<file path="src/rtl/gamma_pkg.sv">
// Shared definitions for the gamma-cycle scheduler: controller states and
// width helpers for the spike-pulse arithmetic.
package gamma_pkg;

    typedef enum logic [1:0] {
        IDLE   = 2'd0,
        CLEAR  = 2'd1,
        RUN    = 2'd2,
        REPORT = 2'd3
    } state_e;

    // Time-field width for a gamma cycle of g aclk cycles.
    function automatic int timeWidth(input int g);
        return $clog2(g);
    endfunction

    // Width that holds t + pw without wrap-around for any t of tw bits.
    function automatic int endWidth(input int tw, input int pw);
        return tw + $clog2(pw) + 1;
    endfunction

endpackage

</file>
<file path="src/rtl/spike_enc.sv">
// Pulse-width spike encoder for one temporal input: high while the phase
// lies in [t, t+PW), clipped to the gamma cycle by the caller's run enable.
module spike_enc
    import gamma_pkg::*;
#(
    parameter int G  = 16,
    parameter int PW = 8,
    parameter int TW = 4
) (
    input  logic [TW-1:0] p_i,
    input  logic [TW-1:0] t_i,
    input  logic          mask_i,
    input  logic          run_i,
    output logic          spk_o
);

    localparam int EW = endWidth(TW, PW);

    logic [EW-1:0] pExt;
    logic [EW-1:0] tExt;
    logic [EW-1:0] tEnd;
    logic          inCycle;

    // Widened so t+PW never wraps back below p near the end of the cycle.
    assign pExt    = EW'(p_i);
    assign tExt    = EW'(t_i);
    assign tEnd    = tExt + EW'(PW);
    assign inCycle = (tExt < EW'(G));

    assign spk_o = run_i & mask_i & inCycle & (pExt >= tExt) & (pExt < tEnd);

endmodule

</file>
<file path="src/rtl/gamma_sched.sv">
// Gamma-cycle job scheduler: encodes latched spike times as pulses for one
// gamma cycle and reports the phase at which the datapath result first rises.
module gamma_sched
    import gamma_pkg::*;
#(
    parameter int N_IN              = 2,
    parameter int GAMMA_CYCLE_WIDTH = 16,
    parameter int PULSE_WIDTH       = 8,
    localparam int TW               = $clog2(GAMMA_CYCLE_WIDTH)
) (
    input  logic              aclk,
    input  logic              grst,
    input  logic              in_valid,
    output logic              in_ready,
    input  logic [N_IN*TW-1:0] in_times,
    input  logic [N_IN-1:0]   in_mask,
    output logic [N_IN-1:0]   spk_out,
    output logic              dp_rst,
    input  logic              res_in,
    output logic              out_valid,
    input  logic              out_ready,
    output logic [TW-1:0]     out_time,
    output logic              out_none,
    output logic              busy
);

    localparam logic [TW-1:0] LAST_PHASE = TW'(GAMMA_CYCLE_WIDTH - 1);

    state_e              state_q,   state_d;
    logic [TW-1:0]       phase_q,   phase_d;
    logic [N_IN*TW-1:0]  times_q,   times_d;
    logic [N_IN-1:0]     mask_q,    mask_d;
    logic [TW-1:0]       capTime_q, capTime_d;
    logic                capHit_q,  capHit_d;
    logic [TW-1:0]       outTime_q, outTime_d;
    logic                outNone_q, outNone_d;
    logic                runEn;

    always_ff @(posedge aclk or posedge grst) begin
        if (grst) begin
            state_q   <= IDLE;
            phase_q   <= '0;
            times_q   <= '0;
            mask_q    <= '0;
            capTime_q <= '0;
            capHit_q  <= 1'b0;
            outTime_q <= '0;
            outNone_q <= 1'b0;
        end else begin
            state_q   <= state_d;
            phase_q   <= phase_d;
            times_q   <= times_d;
            mask_q    <= mask_d;
            capTime_q <= capTime_d;
            capHit_q  <= capHit_d;
            outTime_q <= outTime_d;
            outNone_q <= outNone_d;
        end
    end

    always_comb begin
        state_d   = state_q;
        phase_d   = phase_q;
        times_d   = times_q;
        mask_d    = mask_q;
        capTime_d = capTime_q;
        capHit_d  = capHit_q;
        outTime_d = outTime_q;
        outNone_d = outNone_q;

        case (state_q)
            IDLE: begin
                if (in_valid) begin
                    times_d = in_times;
                    mask_d  = in_mask;
                    state_d = CLEAR;
                end
            end
            CLEAR: begin
                phase_d   = '0;
                capTime_d = '0;
                capHit_d  = 1'b0;
                state_d   = RUN;
            end
            RUN: begin
                if (res_in && !capHit_q) begin
                    capHit_d  = 1'b1;
                    capTime_d = phase_q;
                end
                // Result registers load from the next-state capture so a
                // first rise on the final phase is still reported.
                if (phase_q == LAST_PHASE) begin
                    outTime_d = capHit_d ? capTime_d : '0;
                    outNone_d = ~capHit_d;
                    state_d   = REPORT;
                end else begin
                    phase_d = phase_q + TW'(1);
                end
            end
            REPORT: begin
                if (out_ready) begin
                    state_d = IDLE;
                end
            end
            default: state_d = IDLE;
        endcase
    end

    assign runEn     = (state_q == RUN);
    assign in_ready  = (state_q == IDLE);
    assign dp_rst    = (state_q == CLEAR);
    assign out_valid = (state_q == REPORT);
    assign busy      = (state_q != IDLE);
    assign out_time  = outTime_q;
    assign out_none  = outNone_q;

    for (genvar i = 0; i < N_IN; i++) begin : gEnc
        spike_enc #(
            .G  (GAMMA_CYCLE_WIDTH),
            .PW (PULSE_WIDTH),
            .TW (TW)
        ) uEnc (
            .p_i    (phase_q),
            .t_i    (times_q[i*TW +: TW]),
            .mask_i (mask_q[i]),
            .run_i  (runEn),
            .spk_o  (spk_out[i])
        );
    end

endmodule
</file>
<file path="config.mk">
export PLATFORM = sky130hd
export DESIGN_NAME = gamma_sched
export DESIGN_NICKNAME = d
export VERILOG_FILES = /design/src/rtl/gamma_pkg.sv /design/src/rtl/spike_enc.sv /design/src/rtl/gamma_sched.sv
export SDC_FILE = /design/constraint.sdc
export NUM_CORES = 1
export LEC_CHECK = 0
export ABC_AREA = 0
export BUFFER_PORTS_ARGS = -buffer_cell sky130_fd_sc_hd__buf_2
export CORE_ASPECT_RATIO = 1.75
export CORE_MARGIN = 4
export CORE_UTILIZATION = 52
export DETAILED_ROUTE_END_ITERATION = 10
export GPL_TIMING_DRIVEN = 0
export HOLD_SLACK_MARGIN = 0.03
export PLACE_DENSITY = 0.77
export REMOVE_ABC_BUFFERS = 1
export SLEW_MARGIN = 10
export SYNTH_ARGS = -nofsm -noshare
export SYNTH_HDL_FRONTEND = slang
export SYNTH_SLANG_ARGS = --single-unit
</file>
<file path="constraint.sdc">
create_clock -name aclk -period 1.8 [get_ports aclk]
set_input_delay 0.18 -clock aclk [delete_from_list [all_inputs] [get_ports aclk]]
set_output_delay 0.18 -clock aclk [all_outputs]
set_load 0.03 [all_outputs]
</file>
After elaboration in Yosys (flattened, before gate mapping)
Index checks and enable logic that the tools add are counted.
{"block": "word_totals", "register_bits": 26, "output_inout_bits": 11, "word_cells": 55}
{"block": "op_classes", "addsub": 3, "n_lt_le_gt_ge": 6, "eq_ne": 8, "n_mux": 12, "bitwise_logic": 9, "reduce_logical": 9}
{"operator": "$lt 4x8->1", "n": 2}
{"operator": "$pmux 4 s2", "n": 2}
{"operator": "$mux 4", "n": 3}
{"operator": "$add 4x4->5 const B", "n": 2}
{"operator": "$lt 4x5->1 const B", "n": 2}
{"operator": "$and 1x1->1", "n": 8}
{"operator": "$ge 4x4->1", "n": 2}
{"operator": "$pmux 2 s4", "n": 1}
{"operator": "$mux 2", "n": 3}
{"operator": "$ne 2x2->1 const B", "n": 3}
{"operator": "$reduce_and 2->1", "n": 3}
{"operator": "$add 4x1->4 const B", "n": 1}
{"operator": "$eq 2x2->1 const B", "n": 2}
{"operator": "$eq 4x4->1 const B", "n": 1}
{"operator": "$reduce_bool 2->1", "n": 2}
{"operator": "$reduce_and 3->1", "n": 1}
{"operator": "$eq 2x1->1 const B", "n": 1}
{"operator": "$logic_not 2->1", "n": 1}
{"operator": "$mux 1", "n": 2}
{"operator": "$ne 2x1->1 const B", "n": 1}
{"operator": "$pmux 1 s2", "n": 1}
{"operator": "$logic_and 1x1->1", "n": 1}
{"operator": "$logic_not 1->1", "n": 1}
{"operator": "$not 1->1", "n": 1}

Longest topological paths before layout
{"block": "depth", "ltp_word": 5, "depth_mapped": 7, "mapped_depth_nobuf": 5}

Hierarchy
Synthesis repeated with hierarchy kept, for this count alone.
{"block": "hier_totals", "hier_cells": 142, "hier_area_um2": 1468.9}
{"mod": "gamma_sched", "n_inst": 1, "cells_each": 102, "area_each_um2": 1193.6, "seq_area_each_um2": 650.6}
{"mod": "spike_enc", "n_inst": 2, "cells_each": 20, "area_each_um2": 137.6, "seq_area_each_um2": 0.0}

Worst setup path after synthesis
No wires, ideal clock.
{"block": "synth_path", "path_kind": "reg-to-reg", "from": "register state_q[0]", "to": "register mask_q[0]", "arrival_ns": 1.549, "required_ns": 1.675, "slack_ns": 0.126, "path_stages_with_launch": 5, "n_path_buf": 0, "synth_period_minus_slack_ns": 1.674, "path_cell_list": "dfrtp_1 inv_1 ha_1 nand2_1 mux2_2"}
{"block": "synth_between", "elab_chain_len": 2}
{"item": "start: declaration", "line": "gamma_sched.sv:29", "text": "state_e state_q, state_d;"}
{"item": "start signal: assignment", "line": "gamma_sched.sv:50", "text": "state_q <= state_d;"}
{"item": "$logic_not 2->1"}
{"item": "via in_ready", "line": "gamma_sched.sv:14", "text": "output logic in_ready,"}
{"item": "$reduce_and 2->1 (no line)"}
{"item": "end signal: assignment", "line": "gamma_sched.sv:53", "text": "mask_q <= mask_d;"}
{"item": "end: declaration", "line": "gamma_sched.sv:32", "text": "logic [N_IN-1:0] mask_q, mask_d;"}
The timed path passes the listed nets, and every way through them passes these cells.
A chain may end at the register's enable or synchronous reset.

Worst setup path in the final report
{"block": "layout_path", "from": "register phase_q[1]", "to": "output port spk_out[1]"}
{"block": "layout_between", "elab_chain_len": 3, "word_cells_on_any_way": 4, "classes_between": "2 x order compare; 2 x bitwise"}
{"item": "start: declaration", "line": "gamma_sched.sv:30", "text": "logic [TW-1:0] phase_q, phase_d;"}
{"item": "start signal: assignment", "line": "gamma_sched.sv:51", "text": "phase_q <= phase_d;"}
{"item": "$ge 4x4->1", "line": "spike_enc.sv:30", "text": "assign spk_o = run_i & mask_i & inCycle & (pExt >= tExt) & (pExt < tEnd);"}
{"item": "$and 1x1->1", "line": "spike_enc.sv:30"}
{"item": "$and 1x1->1 *", "line": "spike_enc.sv:30"}
{"item": "end: declaration", "line": "gamma_sched.sv:17", "text": "output logic [N_IN-1:0] spk_out,"}
Mark *: on every way between the ends. The rest lies on a longest branch, timed or not.

==> results.md <==
- Status: finished, violations left
- Failing checks: setup timing
- Maximum vdd drop: 1.22 mV
- Most common cell in the netlist: dfrtp_1
- DR vias: roughly 1200
- Worst EP arrival: 1.72 ns
- Origin of the worst setup path: phase_q[1]
- Worst-skew pair later-pin latency: 0.27 ns
- Worst Tran Pin Value: ~0.99 ns
- DPL Wire Length: roughly 2300 um
- Seq/Total Area, Yosys: 0.436
- Setup tns final: -0.196 ns
- Core box area: ~2700 um2
- Pwr Density: roughly 1800 nW/um2
- Fmax: between 500 and 600 MHz
- Initial DRT Pass Iterations: 4
- Area Growth Syn to Fin: 32.1%
- R2r endpoint: state_q[1]
- CP endpoint kind: output port
- Total Power Consumption: 3.55 mW
- Net Sw Frac: 0.400
- Chip Height: around 79 um
- Die area: 3830 um2
- Syn Std Cell Area: approximately 1500 um2
- Post-Syn Instances: roughly 140
- CTS Root Cell: clkbuf_8
- Setup ws final: -0.100 ns
- Antenna violations before repair: 0
- Clock Skew: ~0.0040 ns
- Worst R2R Path Depth: 5
- I/O pin cnt: 26
- Clk pwr share: 0.135
- Seq pwr share: 0.279
- Asr flop ratio synth: 1.00
- Minimum clock period: between 1.5 and 2 ns
- Core Rows: 25
- Tightest Hold Check Type: primary input to async pin
- Global Route Usage Sum: 0.201
- Critical register-to-register path startpoint: phase_q[1]
- Mean Syn Cell Area: 10.7 um2
- Fin nets: about 200
- # setup viols final: 2
- RSZ-0062 raised after global routing: true
- Initial Util: 0.549
- Crit path required time: roughly 1.6 ns
- First-pass GRT wire length: 6050 um
- WHS: approximately 0.13 ns
- R2r setup slk: roughly 0.090 ns
- CTS Hold Bufs: 0
- Final hold vios: 0
- Leakage power: between 0.9 and 1 nW
- Synth area leaders: dfrtp_1 44%, ha_1 13%, mux2_2 7.5%
- Max-slew violation count: 0
- Post-synth EDFFs: 0
- Net Switching: roughly 1.4 mW
- ANT cells: 0
- Worst Path Class, Setup: flop to output port
- # clock sinks: 26
- Logic pwr share: 0.585
- Largest net degree at the start of global routing: 27
- Int Pwr: ~2.1 mW
- CP Max Fanout: 3
- Worst-path cell chain: ha_4 -> buf_6 -> a2111oi_4 -> nor4b_2 -> buf_4
- Netlist cell types: 33
- GRT Residual Overflow: 0
- Crit-path slowest cell: dfrtp_2
- Fillers: ~190
- MaxCap Viol Count: 0
- Initial DRC Count: between 40 and 50
- WP depth: 5
- Cts bufs inserted: 3
- Synth top area share: 0.436
- Setup crit start kind: flop
- DRC: 0
- Yosys top cell by area: dfrtp_1
- DR vias/cell: 5.87
- Placer's final routability congestion estimate: between 0.7 and 0.8
- Top post-synthesis cells by count: 26 x dfrtp_1, 15 x ha_1, 13 x inv_1
- Share of cells above drive strength 1: 0.440
- Post-route ant nets: 0
- Worst setup endpoint: spk_out[1]
- #FFs+latches synth: 26
- Final std cells w/o fill: 202
- H-tree levels: 1
- Dpl cells: roughly 190
- Wire length per cell: 17.3 um
- CP Buf/Inv Count: 2
- Top cell family by delay on the critical path: flip-flops
- Largest stage delay, worst path: 0.47 ns
- Vias in the first global route: roughly 1300
- CTS tree: done
- Relative slew slack: 0.340
- Reg clk slew, reported paths: ~0.090 ns
- Crit share post-route: 1.06
- Die width: just under 50 um
- Main synth FF type: dfrtp_1
- Clock Path Buffers: 2
- Port Buffer Count: 25
- Yosys warnings: 0
- Post-Route WL: ~3500 um
==> how the worst min path moves through the flow <==
stage | endpoint | cells past startpoint | from
2_1_floorplan | capHit_q | 1 | grst
3_5_place_dp | times_q[4] | 2 | in_times[4]
4_1_cts | times_q[5] | 2 | in_times[5]
5_1_grt | times_q[2] | 2 | in_times[2]
6_report | out_time[1] | 2 | grst
3_3_place_gp | mask_q[0] | 2 | in_mask[0]
==> repair_timing <==
action                                  4_1_cts  5_1_grt
endpoints found under the setup margin        6       13
gates resized for setup                      31        5
pin swaps                                     6        1
buffers inserted                             11        0
==> layer usage <==
layer	share of wire	GRT usage	wire [um]
met2	0.57	0.376	2010
met3	0.032	0.0244	112
met4	0.037	0.108	128
met5	0	0	0
met1	0.36	0.212	1250
==> through the flow <==
stage / util / setup slack, ns / instance area [um2]
2_1_floorplan: - / -0.474 / 1460
3_3_place_gp: 0.596 / -0.0861 / 1620
3_5_place_dp: 0.596 / -0.128 / 1620
4_1_cts: 0.718 / -0.0834 / 1950
5_1_grt: 0.725 / -0.174 / 1970
6_report: 0.725 / -0.100 / 1970
==> power groups by stage <==
stage               clock network, mW  registers [mW]  logic [mW]
finish                          0.479           0.991        2.08
floorplan                           0           0.953        1.05
global placement                    0           0.991        1.24
detailed placement                  0            1.01        1.32
global route                    0.521            1.02        2.26
CTS                             0.489           0.983        2.00
==> logic make-up (layout without fill, tap and decap cells) <==
logic type,after synthesis,after routing,share of synthesized area
flops,26,26,0.436
fa+ha+maj,15,15,0.126
buf+inv,17,53,0.0528
simple gates,38,38,0.150
mux,11,11,0.0830
compound gates,32,32,0.153
==> final cells by class <==
cell class / instances / area (um2) / area share
Clock inverter: 1 / 30.0 / 0.0152
Sequential cell: 26 / 654 / 0.332
Timing Repair Buffer: 36 / 220 / 0.112
Inverter: 13 / 48.8 / 0.0247
Multi-Input combinational cell: 96 / 943 / 0.478
Tap cell: 27 / 33.8 / 0.0171
Clock buffer: 3 / 41.3 / 0.0209
==> cell usage in the layout, fill, tap and decap left out, drive strengths merged, types with 3 or more instances in the layout <==
cell	instances
nand3	4
o21ai	8
dfrtp	26
a21oi	9
nand2	9
inv	13
a22o	4
ha	15
clkbuf	3
buf	36
nor2	5
nand2b	4
nor2b	5
and3b	4
mux2	11
==> sequential cells by signal (all words and copies together), names as in the netlist <==
register and flops:
times_q 8, capTime_q 4, out_time 4, phase_q 4, mask_q 2, state_q 2
capHit_q 1, out_none 1
Power figures use the tool's default switching activity.
